===== src/rtl/ctrl_fu_pipe_if.sv =====
// Issue-side and result-side bundle of the pipelined control-transfer unit.
// The issuer drives the in_* fields; the unit drives the out_* fields.
interface ctrl_fu_pipe_if #(
    parameter int DATA_W   = 32,
    parameter int PC_W     = 32,
    parameter int IMM_W    = 16,
    parameter int CKPT     = 4,
    parameter int CKPT_LOG = 2,
    parameter int TAG_W    = 16
);
    logic                in_valid_i;
    logic [2:0]          in_op_i;
    logic [PC_W-1:0]     in_pc_i;
    logic [IMM_W-1:0]    in_imm_i;
    logic [DATA_W-1:0]   in_data1_i;
    logic [DATA_W-1:0]   in_data2_i;
    logic                in_pred_dir_i;
    logic [PC_W-1:0]     in_pred_tgt_i;
    logic [CKPT-1:0]     in_mask_i;
    logic [CKPT_LOG-1:0] in_smtid_i;
    logic [TAG_W-1:0]    in_tag_i;

    logic                out_valid_o;
    logic [CKPT-1:0]     out_mask_o;
    logic [CKPT_LOG-1:0] out_smtid_o;
    logic [TAG_W-1:0]    out_tag_o;
    logic [DATA_W-1:0]   out_result_o;
    logic [PC_W-1:0]     out_next_pc_o;
    logic                out_dir_o;
    logic                out_mispredict_o;

    modport master (
        output in_valid_i, in_op_i, in_pc_i, in_imm_i, in_data1_i,
               in_data2_i, in_pred_dir_i, in_pred_tgt_i, in_mask_i,
               in_smtid_i, in_tag_i,
        input  out_valid_o, out_mask_o, out_smtid_o, out_tag_o,
               out_result_o, out_next_pc_o, out_dir_o, out_mispredict_o
    );

    modport slave (
        input  in_valid_i, in_op_i, in_pc_i, in_imm_i, in_data1_i,
               in_data2_i, in_pred_dir_i, in_pred_tgt_i, in_mask_i,
               in_smtid_i, in_tag_i,
        output out_valid_o, out_mask_o, out_smtid_o, out_tag_o,
               out_result_o, out_next_pc_o, out_dir_o, out_mispredict_o
    );
endinterface


===== src/rtl/ctrl_fu_pipe.sv =====
// Pipelined branch/jump resolution unit with per-stage branch-mask tracking,
// speculative kill, mask clear, global stall and a saturating mispredict count.
module ctrl_fu_pipe #(
    parameter int DATA_W     = 32,
    parameter int PC_W       = 32,
    parameter int IMM_W      = 16,
    parameter int CKPT       = 4,
    parameter int CKPT_LOG   = 2,
    parameter int TAG_W      = 16,
    parameter int STAGES     = 2,
    parameter int INST_BYTES = 8,
    parameter int IMM_SHIFT  = 3,
    parameter int CNT_W      = 16
) (
    input  logic                clk,
    input  logic                reset,
    input  logic                stall_i,
    input  logic                ctrl_verified_i,
    input  logic                ctrl_mispredict_i,
    input  logic [CKPT_LOG-1:0] ctrl_smtid_i,
    ctrl_fu_pipe_if.slave       io,
    output logic [CNT_W-1:0]    mispredict_cnt_o
);

    localparam logic [2:0] OP_BEQ  = 3'd0;
    localparam logic [2:0] OP_BNE  = 3'd1;
    localparam logic [2:0] OP_BLTZ = 3'd2;
    localparam logic [2:0] OP_BGEZ = 3'd3;
    localparam logic [2:0] OP_J    = 3'd4;
    localparam logic [2:0] OP_JAL  = 3'd5;
    localparam logic [2:0] OP_JR   = 3'd6;
    localparam logic [2:0] OP_JALR = 3'd7;

    typedef struct packed {
        logic                valid;
        logic [CKPT-1:0]     mask;
        logic [CKPT_LOG-1:0] smtid;
        logic [TAG_W-1:0]    tag;
        logic [DATA_W-1:0]   result;
        logic [PC_W-1:0]     next_pc;
        logic                dir;
        logic                mis;
    } pkt_t;

    logic            kill_en;
    logic            clr_en;
    logic [CKPT-1:0] clr_bit;

    assign kill_en = ctrl_verified_i & ctrl_mispredict_i;
    assign clr_en  = ctrl_verified_i & ~ctrl_mispredict_i;
    assign clr_bit = CKPT'(1) << ctrl_smtid_i;

    logic [PC_W-1:0] seq;
    logic [PC_W-1:0] br;
    logic [PC_W-1:0] jmp;
    logic [PC_W-1:0] reg_tgt;
    logic [PC_W-1:0] tgt;
    logic            dir;
    logic            link;
    pkt_t            in_pkt;

    assign seq     = io.in_pc_i + PC_W'(INST_BYTES);
    assign br      = seq + (PC_W'($signed(io.in_imm_i)) << IMM_SHIFT);
    assign jmp     = PC_W'(io.in_imm_i) << IMM_SHIFT;
    assign reg_tgt = io.in_data1_i[PC_W-1:0];

    always_comb begin
        dir  = 1'b1;
        tgt  = br;
        link = 1'b0;
        unique case (io.in_op_i)
            OP_BEQ:  dir = (io.in_data1_i == io.in_data2_i);
            OP_BNE:  dir = (io.in_data1_i != io.in_data2_i);
            OP_BLTZ: dir = io.in_data1_i[DATA_W-1];
            OP_BGEZ: dir = ~io.in_data1_i[DATA_W-1];
            OP_J:    tgt = jmp;
            OP_JAL: begin
                tgt  = jmp;
                link = 1'b1;
            end
            OP_JR:   tgt = reg_tgt;
            OP_JALR: begin
                tgt  = reg_tgt;
                link = 1'b1;
            end
        endcase
    end

    always_comb begin
        in_pkt         = '0;
        in_pkt.valid   = io.in_valid_i;
        in_pkt.mask    = io.in_mask_i;
        in_pkt.smtid   = io.in_smtid_i;
        in_pkt.tag     = io.in_tag_i;
        in_pkt.result  = link ? DATA_W'(seq) : '0;
        in_pkt.next_pc = dir ? tgt : seq;
        in_pkt.dir     = dir;
        in_pkt.mis     = (dir != io.in_pred_dir_i) |
                         (dir & (tgt != io.in_pred_tgt_i));
    end

    // Stall holds data, but kill/clear still reach every held entry.
    for (genvar k = 1; k <= STAGES; k++) begin : g_st
        pkt_t prv;
        pkt_t nxt;
        pkt_t q;

        if (k == 1) begin : g_first
            assign prv = in_pkt;
        end else begin : g_rest
            assign prv = g_st[k-1].q;
        end

        always_comb begin
            nxt = stall_i ? q : prv;
            if (kill_en && nxt.mask[ctrl_smtid_i]) nxt.valid = 1'b0;
            if (clr_en) nxt.mask = nxt.mask & ~clr_bit;
        end

        always_ff @(posedge clk or negedge reset) begin
            if (!reset) q <= '0;
            else        q <= nxt;
        end
    end

    pkt_t o;
    logic o_valid;

    assign o       = g_st[STAGES].q;
    assign o_valid = o.valid & ~(kill_en & o.mask[ctrl_smtid_i]);

    assign io.out_valid_o      = o_valid;
    assign io.out_mask_o       = o.mask;
    assign io.out_smtid_o      = o.smtid;
    assign io.out_tag_o        = o.tag;
    assign io.out_result_o     = o.result;
    assign io.out_next_pc_o    = o.next_pc;
    assign io.out_dir_o        = o.dir;
    assign io.out_mispredict_o = o.mis;

    always_ff @(posedge clk or negedge reset) begin
        if (!reset) begin
            mispredict_cnt_o <= '0;
        end else if (o_valid && o.mis && !stall_i &&
                     mispredict_cnt_o != '1) begin
            mispredict_cnt_o <= mispredict_cnt_o + CNT_W'(1);
        end
    end

endmodule


===== src/flat_wrapper.sv =====
// flat-port wrapper written by rule: the top's interface ports become plain ports
module ctrl_fu_pipe_flat 
#(
    parameter int DATA_W     = 32,
    parameter int PC_W       = 32,
    parameter int IMM_W      = 16,
    parameter int CKPT       = 4,
    parameter int CKPT_LOG   = 2,
    parameter int TAG_W      = 16,
    parameter int STAGES     = 2,
    parameter int INST_BYTES = 8,
    parameter int IMM_SHIFT  = 3,
    parameter int CNT_W      = 16
)
  (clk, reset, stall_i, ctrl_verified_i, ctrl_mispredict_i, ctrl_smtid_i, mispredict_cnt_o, io_in_valid_i, io_in_op_i, io_in_pc_i, io_in_imm_i, io_in_data1_i, io_in_data2_i, io_in_pred_dir_i, io_in_pred_tgt_i, io_in_mask_i, io_in_smtid_i, io_in_tag_i, io_out_valid_o, io_out_mask_o, io_out_smtid_o, io_out_tag_o, io_out_result_o, io_out_next_pc_o, io_out_dir_o, io_out_mispredict_o);
  ctrl_fu_pipe_if #(.DATA_W(DATA_W), .PC_W(PC_W), .IMM_W(IMM_W), .CKPT(CKPT), .CKPT_LOG(CKPT_LOG), .TAG_W(TAG_W)) io_i ();
  input  logic clk;
  input  logic reset;
  input  logic stall_i;
  input  logic ctrl_verified_i;
  input  logic ctrl_mispredict_i;
  input  logic [CKPT_LOG-1:0] ctrl_smtid_i;
  output logic [CNT_W-1:0] mispredict_cnt_o;
  input wire logic [$bits(io_i.in_valid_i)-1:0] io_in_valid_i;
  input wire logic [$bits(io_i.in_op_i)-1:0] io_in_op_i;
  input wire logic [$bits(io_i.in_pc_i)-1:0] io_in_pc_i;
  input wire logic [$bits(io_i.in_imm_i)-1:0] io_in_imm_i;
  input wire logic [$bits(io_i.in_data1_i)-1:0] io_in_data1_i;
  input wire logic [$bits(io_i.in_data2_i)-1:0] io_in_data2_i;
  input wire logic [$bits(io_i.in_pred_dir_i)-1:0] io_in_pred_dir_i;
  input wire logic [$bits(io_i.in_pred_tgt_i)-1:0] io_in_pred_tgt_i;
  input wire logic [$bits(io_i.in_mask_i)-1:0] io_in_mask_i;
  input wire logic [$bits(io_i.in_smtid_i)-1:0] io_in_smtid_i;
  input wire logic [$bits(io_i.in_tag_i)-1:0] io_in_tag_i;
  output wire logic [$bits(io_i.out_valid_o)-1:0] io_out_valid_o;
  output wire logic [$bits(io_i.out_mask_o)-1:0] io_out_mask_o;
  output wire logic [$bits(io_i.out_smtid_o)-1:0] io_out_smtid_o;
  output wire logic [$bits(io_i.out_tag_o)-1:0] io_out_tag_o;
  output wire logic [$bits(io_i.out_result_o)-1:0] io_out_result_o;
  output wire logic [$bits(io_i.out_next_pc_o)-1:0] io_out_next_pc_o;
  output wire logic [$bits(io_i.out_dir_o)-1:0] io_out_dir_o;
  output wire logic [$bits(io_i.out_mispredict_o)-1:0] io_out_mispredict_o;
  assign io_i.in_valid_i = io_in_valid_i;
  assign io_i.in_op_i = io_in_op_i;
  assign io_i.in_pc_i = io_in_pc_i;
  assign io_i.in_imm_i = io_in_imm_i;
  assign io_i.in_data1_i = io_in_data1_i;
  assign io_i.in_data2_i = io_in_data2_i;
  assign io_i.in_pred_dir_i = io_in_pred_dir_i;
  assign io_i.in_pred_tgt_i = io_in_pred_tgt_i;
  assign io_i.in_mask_i = io_in_mask_i;
  assign io_i.in_smtid_i = io_in_smtid_i;
  assign io_i.in_tag_i = io_in_tag_i;
  assign io_out_valid_o = io_i.out_valid_o;
  assign io_out_mask_o = io_i.out_mask_o;
  assign io_out_smtid_o = io_i.out_smtid_o;
  assign io_out_tag_o = io_i.out_tag_o;
  assign io_out_result_o = io_i.out_result_o;
  assign io_out_next_pc_o = io_i.out_next_pc_o;
  assign io_out_dir_o = io_i.out_dir_o;
  assign io_out_mispredict_o = io_i.out_mispredict_o;
  ctrl_fu_pipe #(.DATA_W(DATA_W), .PC_W(PC_W), .IMM_W(IMM_W), .CKPT(CKPT), .CKPT_LOG(CKPT_LOG), .TAG_W(TAG_W), .STAGES(STAGES), .INST_BYTES(INST_BYTES), .IMM_SHIFT(IMM_SHIFT), .CNT_W(CNT_W)) u_core (.clk(clk), .reset(reset), .stall_i(stall_i), .ctrl_verified_i(ctrl_verified_i), .ctrl_mispredict_i(ctrl_mispredict_i), .ctrl_smtid_i(ctrl_smtid_i), .io(io_i), .mispredict_cnt_o(mispredict_cnt_o));
endmodule

===== config.mk =====
export PLATFORM = sky130hd
export DESIGN_NAME = ctrl_fu_pipe_flat
export DESIGN_NICKNAME = d
export VERILOG_FILES = /design/src/rtl/ctrl_fu_pipe_if.sv /design/src/rtl/ctrl_fu_pipe.sv /design/src/flat_wrapper.sv
export SDC_FILE = /design/constraint.sdc
export NUM_CORES = 1
export LEC_CHECK = 0
export BUFFER_PORTS_ARGS = -buffer_cell sky130_fd_sc_hd__buf_2
export CAP_MARGIN = 20
export CORE_MARGIN = 3
export CORE_UTILIZATION = 35
export CTS_BUF_LIST = sky130_fd_sc_hd__clkbuf_16
export DETAILED_ROUTE_END_ITERATION = 10
export GPL_TIMING_DRIVEN = 0
export PLACE_DENSITY = 0.63
export RECOVER_POWER = 25
export SYNTH_ARGS = -nofsm -noshare
export SYNTH_HDL_FRONTEND = slang
export SYNTH_SLANG_ARGS = --single-unit

===== constraint.sdc =====
create_clock -name clk -period 2.1 [get_ports clk]
set_input_delay 0.315 -clock clk [delete_from_list [all_inputs] [get_ports clk]]
set_output_delay 0.315 -clock clk [all_outputs]
set_load 0.02 [all_outputs]

==> impl_metrics.csv, run 1 <==
group,metric,value,unit
status,outcome,"finished with violations",
status,violations,"setup timing",
synth,async_reset_ff_share,100,%
place,detailedPlace.worstSlack,-3.17,ns
global_route,antenna_found_initial,4,
synth,synth_fp_nets,1516,
worst_setup_path,crit_type,"input pin to register",
global_route,grt_use_total,23.1,%
cells_and_area,fin_util,51.6,%
timing,grt_setup_unrepaired,"yes",
detailed_routing,drcViolationCount,0,
power_and_ir_drop,fin_total_pwr,12.0,mW
place,gpl.final_weighted_congestion,0.928,
worst_setup_path,worstRegToRegCells,7,
floorplanning,floorplan.rows,68,
synth,synth.top_cells.by_area,"dfrtp_1, mux2_2, buf_4",
detailed_routing,drt_first_iter_violations,628,
worst_setup_path,critPathArrivalTime,4.11,ns
detailed_routing,detailedRoute.firstPassIterationCount,7,
global_route,grt_pass1_wl,67900,µm
worst_setup_path,timing.critical_path.from_type,"input pin",
synth,synthesis.area_per_instance,9.63,µm²
global_route,first_global_vias,11500,
timing,period_needed,3.80,ns
detailed_routing,routed-via-count,11600,
synth,synthFlopType,"dfrtp_1",
detailed_routing,vias_per_cell,5.31,
cells_and_area,post_route_cells_drive_above_1_share,48.0,%
power_and_ir_drop,ir_drop,0.559,mV
worst_setup_path,critical_path.endpoint_type,"register",
synth,netlist_area,12500,µm²
synth,yosys.cell_count.top_type,"dfrtp_1",
clock_network,worstSkewPairLatency,0.43,ns
floorplanning,initial_core_util,35.9,%
global_route,grt_max_degree,117,
run,drv_cap,0,
worst_setup_path,r2r_setup_slack,0.13,ns
timing,timing.max_slew.rel_slack,27.8,%
floorplanning,core-area,34900,µm²
synth,synth.yosys.seq_area_share,38.7,%
timing,fmax,0.263,GHz
power_and_ir_drop,switchingPower,4.08,mW
clock_network,cts.sinks,194,
synth,ys_top_cells_by_count,"dfrtp_1, nand2_1, mux2_2",
cells_and_area,area.growth.synth_to_final,43.6,%
floorplanning,io-pin-count,283,
worst_hold_path,min-delay-path-class,"input pin to register",
synth,synth-seq-cells,194,
power_and_ir_drop,clkPwrFrac,27.1,%
power_and_ir_drop,p_int,7.91,mW
clock_network,clock-root-buffer,"clkbuf_16",
power_and_ir_drop,switching_share,34.0,%
power_and_ir_drop,combinationalPowerShare,35.4,%
worst_setup_path,critPathRequiredTime,2.41,ns
timing,timing.final.crit_share,181,%
timing,fin_setup_tns,-20.50,ns
clock_network,tritoncts.num_buffers,17,
floorplanning,dieArea,38100,µm²
synth,synth_top_cell_area_share,38.7,%
timing,setup_slack,-1.70,ns
clock_network,ctsLongestPathBuffers,2,
timing,fin_worst_hold_slack,0.111,ns
synth,synth_edf_count,0,
global_route,globalRouteOverflowTotal,0,
timing,final.setup_skew,0.00811,ns
synth,synth_largest_area_cell,"dfrtp_1",
floorplanning,die_h,195,µm
clock_network,clk_pin_slew_worst_paths,0.07,ns
worst_hold_path,holdPathStages,2,
cells_and_area,final_nets,1924,
power_and_ir_drop,p_seq_share,37.5,%
timing,final_hold_viol_count,0,
detailed_routing,routed_wirelength,46000,µm
timing,setup_viol,30,
timing,maxSlewViolCount,0,
place,portBuffers,278,
power_and_ir_drop,power-per-cell-area,666,nW/µm²
clock_network,tritoncts,"done",
synth,yosysUniqueCellTypes,77,
detailed_routing,avgRoutedWirePerCell,21.1,µm
synth,synth_cells,1301,
worst_setup_path,worstPathMaxFanout,4,
detailed_routing,routed_antenna_nets,0,
power_and_ir_drop,leak_pwr,8.16,nW
place,post-dp-hpwl,35000,µm
timing,tightest_slew,1.08,ns
clock_network,cts-htree-levels,4,
floorplanning,die_boundary_width,195,µm
synth,yosys_warnings,0,
==> sequential cells by signal, summed over array words and instances (netlist names) <==
register / cells
u_core.io.out_mispredict_o: 1
u_core.io.out_mask_o: 4
u_core.io.out_next_pc_o: 32
u_core.io.out_smtid_o: 2
u_core.io.out_result_o: 32
u_core.io.out_tag_o: 16
u_core.io.out_dir_o: 1
u_core.g_st.q: 90
u_core.mispredict_cnt_o: 16
==> power groups by stage <==
stage          combinational, mW  clock [mW]  sequential (mW)
6_report                    4.24        3.25             4.50
5_1_grt                     4.54        3.48             4.55
4_1_cts                     3.92        3.35             4.49
3_5_place_dp                3.54           0             4.56
3_3_place_gp                3.49           0             4.54
2_1_floorplan               2.33           0             4.50
==> cell usage in the layout (no fill, tap or decap), types with 23 or more instances in the layout <==
master,count
inv_1,26
nand4_1,35
buf_4,179
buf_2,235
o21ai_0,36
a22o_1,23
clkbuf_1,62
nor2_1,48
nand2_1,111
mux2_2,111
xnor2_1,40
nand3_1,37
o21ai_1,28
xor2_1,29
buf_6,35
mux2i_1,37
dfrtp_1,194
==> logic make-up after synthesis <==
family          share of synthesized area (%)
simple gates                             14.5
compound gates                           13.9
flops                                    38.7
buf+inv                                  8.10
mux                                      13.6
xor+xnor                                 7.48
fa+ha+maj                                3.75
==> worst max-delay path: stages <==
cell and delay [ns]:
buf_8 0.07, and3_4 0.19, and3_4 0.21, nand2_4 0.06, nor3_4 0.13, buf_6 0.15
and2_4 0.16, nand2_4 0.06, buf_6 0.13, nor2_4 0.15, xor2_4 0.25, ha_4 0.25
a21o_1 0.18, a21o_1 0.17, a21oi_2 0.18, mux2_4 0.32, o21ai_2 0.10, o211ai_1 0.20
xnor2_1 0.19, a41o_1 0.25, nor4_4 0.29, nor2_1 0.08
==> worst paths after layout <==
| check | startpoint | endpoint |
|---|---|---|
| worst max-delay path | io_in_pc_i[6] | u_core.g_st[1].q[0]$_DFFE_PN0N_ |
| worst max register to register | u_core.mispredict_cnt_o[0]$_DFFE_PN0P_ | u_core.mispredict_cnt_o[1]$_DFFE_PN0P_ |
| worst min-delay path | io_in_smtid_i[0] | u_core.g_st[1].q[82]$_DFFE_PN0N_ |
| min in group asynchronous | reset | u_core.g_st[1].q[72]$_DFFE_PN0N_ |
| worst min register to register | u_core.g_st[1].q[18]$_DFFE_PN0N_ | u_core.g_st[1].q[18]$_DFFE_PN0N_ |
| max in group asynchronous | reset | u_core.g_st[1].q[32]$_DFFE_PN0N_ |
==> area by class of cell <==
type | instances | area [µm²]
fillers | 3214 | 16900
clock buffers | 17 | 425
flip-flops and latches | 194 | 4850
diodes | 5 | 12.5
well taps | 455 | 569
multi-input cells | 926 | 8390
plain buffers | 147 | 1040
inverters | 30 | 113
repair buffers | 393 | 2440
clock inverters | 15 | 159
==> timing repair <==
action / 4_1_cts / 5_1_grt
hold endpoints to repair: 78 / 0
pin swaps: 73 / 80
resized for setup: 179 / 149
setup endpoints to repair: 80 / 62
setup buffers: 67 / 48
hold buffers: 1 / 0
==> layer usage <==
metal  routed length [µm]  track usage, %  part of all wire (%)  vias up
li1                     -               -                     -     5426
met1                20800            31.8                    45     5732
met2                22000            38.8                    48      381
met3                 2170            2.83                   4.7       54
met4                  929            5.73                   2.0        0
met5                    0               0                     0        -
==> metrics by stage <==
stage | cells | instance area [µm²]
after floorplan | 1301 | 13000
after global placement | 2034 | 15000
after detailed placement | 2035 | 15000
after CTS | 2132 | 17000
after global routing | 2181 | 18000
final | 2182 | 18000
Power figures use the tool's default switching activity.
==> run 2, diff against run 1 <==
==> constraint.sdc (replaced) <==
create_clock -name clk -period 2.1 [get_ports clk]
set_input_delay 0.315 -clock clk [delete_from_list [all_inputs] [get_ports clk]]
set_output_delay 0.315 -clock clk [all_outputs]
set_load 0.01 [all_outputs]
==> impl_metrics.csv, run 2 (synthesis gave the netlist of run 1 again) <==
group,metric,value,unit
clock_network,cts-htree-levels,4,
cells_and_area,final_cell_mix,"buf_2, dfrtp_1, buf_4",
floorplanning,die_boundary_width,195,µm
timing,period_needed,3.89,ns
timing,grt_setup_unrepaired,"yes",
worst_setup_path,r2r_setup_slack,0.11,ns
clock_network,clock-root-buffer,"clkbuf_16",
power_and_ir_drop,p_seq_share,38.4,%
floorplanning,core-area,34900,µm²
detailed_routing,routed_antenna_nets,0,
detailed_routing,drt_first_iter_violations,733,
floorplanning,io-pin-count,283,
timing,maxSlewViolCount,0,
global_route,first_global_vias,11700,
clock_network,tritoncts,"done",
worst_setup_path,critical-path-top-cell-by-count,"nand4_1",
worst_hold_path,min-delay-path-class,"input pin to register",
floorplanning,floorplan.rows,68,
clock_network,worstSkewPairLatency,0.44,ns
power_and_ir_drop,fin_total_pwr,11.7,mW
cells_and_area,max_ffs_per_register,90,
worst_setup_path,crit_chain,"buf_8, and3_4, and3_4, nand2_4, nor3_4, buf_6, nand4_1, xnor2_2, ha_1, buf_8, buf_6, nand4_1, buf_4, a2111oi_4, nor4_4, o311a_1, a2111oi_2, nand4_1, nor4_4, nor2_1",
timing,timing.final.crit_share,185,%
detailed_routing,detailedRoute.firstPassIterationCount,5,
power_and_ir_drop,p_int,7.87,mW
power_and_ir_drop,power-per-cell-area,653,nW/µm²
worst_setup_path,worstPathMaxFanout,6,
cells_and_area,n_fill_cell,3186,
worst_setup_path,crit_type,"input pin to register",
worst_setup_path,critical_path.endpoint_type,"register",
cells_and_area,layoutNonFillerInstCount,2174,
detailed_routing,routed_wirelength,45600,µm
place,post-dp-hpwl,34900,µm
timing,fmax,0.257,GHz
worst_hold_path,timing.hold.worst_endpoint,"u_core.g_st[1].q[83]$_DFFE_PN0N_",
status,outcome,"finished with violations",
detailed_routing,avgRoutedWirePerCell,21.0,µm
timing,final_hold_viol_count,0,
timing,tightest_slew,1.06,ns
timing,setup_viol,24,
power_and_ir_drop,clkPwrFrac,27.7,%
global_route,antenna_found_initial,5,
global_route,grt_max_degree,120,
power_and_ir_drop,combinationalPowerShare,33.8,%
floorplanning,die_h,195,µm
worst_setup_path,critical-path-max-stage-delay,0.40,ns
worst_hold_path,worstHoldStart,"io_in_smtid_i[1]",
place,inst_count_dp,2035,
detailed_routing,routedLengthMet1,19400,µm
floorplanning,initial_core_util,35.9,%
detailed_routing,wl_met3,3020,µm
detailed_routing,met2WireLength,21600,µm
cells_and_area,area.growth.synth_to_final,42.6,%
global_route,grt_pass1_wl,68000,µm
detailed_routing,vias_per_cell,5.35,
timing,fin_worst_hold_slack,0.109,ns
status,violations,"setup timing",
global_route,globalRouteOverflowTotal,0,
global_route,grt_use_total,23.1,%
timing,timing.max_slew.rel_slack,29.1,%
clock_network,tritoncts.num_buffers,17,
clock_network,ctsLongestPathBuffers,2,
place,gpl.final_weighted_congestion,0.915,
cells_and_area,post_route_cells_drive_above_1_share,47.5,%
run,drv_cap,0,
power_and_ir_drop,switching_share,32.6,%
place,portBuffers,278,
cells_and_area,final_nets,1916,
power_and_ir_drop,ir_drop,0.584,mV
cells_and_area,fin_area,17900,µm²
timing,setup_slack,-1.79,ns
clock_network,cts.sinks,194,
worst_setup_path,worst_r2r_startpoint,"u_core.io.out_mask_o[3]$_DFF_PN0_",
detailed_routing,routed-via-count,11600,
floorplanning,dieArea,38100,µm²
clock_network,clk_pin_slew_worst_paths,0.07,ns
detailed_routing,drcViolationCount,0,
worst_setup_path,critical-path-slowest-cell,"nor4_4",
worst_setup_path,timing.critical_path.from_type,"input pin",
power_and_ir_drop,leak_pwr,8.05,nW
detailed_routing,top_layer,"met4",
cells_and_area,largest-register,"u_core.g_st.q",
timing,final.setup_skew,0.00809,ns
worst_setup_path,timing.rr.end,"u_core.mispredict_cnt_o[15]$_DFFE_PN0P_",
worst_setup_path,worstRegToRegCells,9,
worst_setup_path,critPathArrivalTime,4.21,ns
timing,fin_setup_tns,-20.82,ns
worst_hold_path,holdPathStages,2,
place,placed_cell_area,15000,µm²
cells_and_area,mostFrequentLayoutCell,"buf_2",
power_and_ir_drop,switchingPower,3.80,mW
worst_setup_path,critPathRequiredTime,2.42,ns
-- run 2: through the flow --
step / setup slack [ns] / util (%)
floorplan: -1.51 / -
global placement: -3.16 / 42.9
detailed placement: -3.11 / 43.1
CTS: -1.72 / 49.4
global route: -1.94 / 51.2
finish: -1.79 / 51.3
-- run 2: metal layers --
layer  GRT usage, %  up-vias
li1               -     5409
met1           30.5     5679
met2           38.0      460
met3           4.23       78
met4           8.71        0
met5              0        -
-- run 2: worst max-delay path, delay by kind of cell --
family | cells | cell delay, ns
AND/OR/NAND/NOR | 10 | 1.73
XOR/XNOR | 1 | 0.20
buffers and inverters | 5 | 0.63
adder cells (fa/ha/maj) | 1 | 0.32
AO/OA/AOI/OAI | 3 | 1.00
-- run 2: final cells by class --
cell class                      instances  area (µm²)  share of cell area [%]
Buffer                                145        1010                    5.64
Clock inverter                         15         159                   0.889
Sequential cell                       194        4850                    27.2
Multi-Input combinational cell        926        8370                    46.8
Clock buffer                           17         425                    2.38
Antenna cell                            5        12.5                  0.0700
Tap cell                              455         569                    3.18
Inverter                               30         113                   0.630
Timing Repair Buffer                  387        2370                    13.2
-- run 2: worst max-delay path by stage --
| stage | from | end | slack [ns] |
|---|---|---|---|
| 2_1_floorplan | io_in_pc_i[5] | u_core.g_st[1].q[0]$_DFFE_PN0N_ | -1.51 |
| 3_3_place_gp | io_in_pc_i[10] | u_core.g_st[1].q[0]$_DFFE_PN0N_ | -3.16 |
| 3_5_place_dp | io_in_pc_i[10] | u_core.g_st[1].q[0]$_DFFE_PN0N_ | -3.11 |
| 4_1_cts | io_in_pc_i[5] | u_core.g_st[1].q[0]$_DFFE_PN0N_ | -1.72 |
| 5_1_grt | io_in_pc_i[5] | u_core.g_st[1].q[0]$_DFFE_PN0N_ | -1.94 |
| 6_report | io_in_pc_i[5] | u_core.g_st[1].q[0]$_DFFE_PN0N_ | -1.79 |
-- run 2: timing repair --
| item | CTS | global route |
|---|---|---|
| pin swaps | 76 | 38 |
| endpoints found under the hold margin | 75 | 0 |
| setup buffers | 83 | 26 |
| cloned | 0 | 0 |
| gates resized for setup | 198 | 107 |
| setup endpoints to repair | 83 | 67 |
| hold buffers | 1 | 0 |
-- run 2: power by group through the flow --
stage          Combinational, mW  Clock (mW)  Sequential (mW)
2_1_floorplan               2.12           0             4.47
3_3_place_gp                3.26           0             4.53
3_5_place_dp                3.32           0             4.56
4_1_cts                     3.74        3.32             4.49
5_1_grt                     4.26        3.46             4.55
6_report                    3.95        3.24             4.49
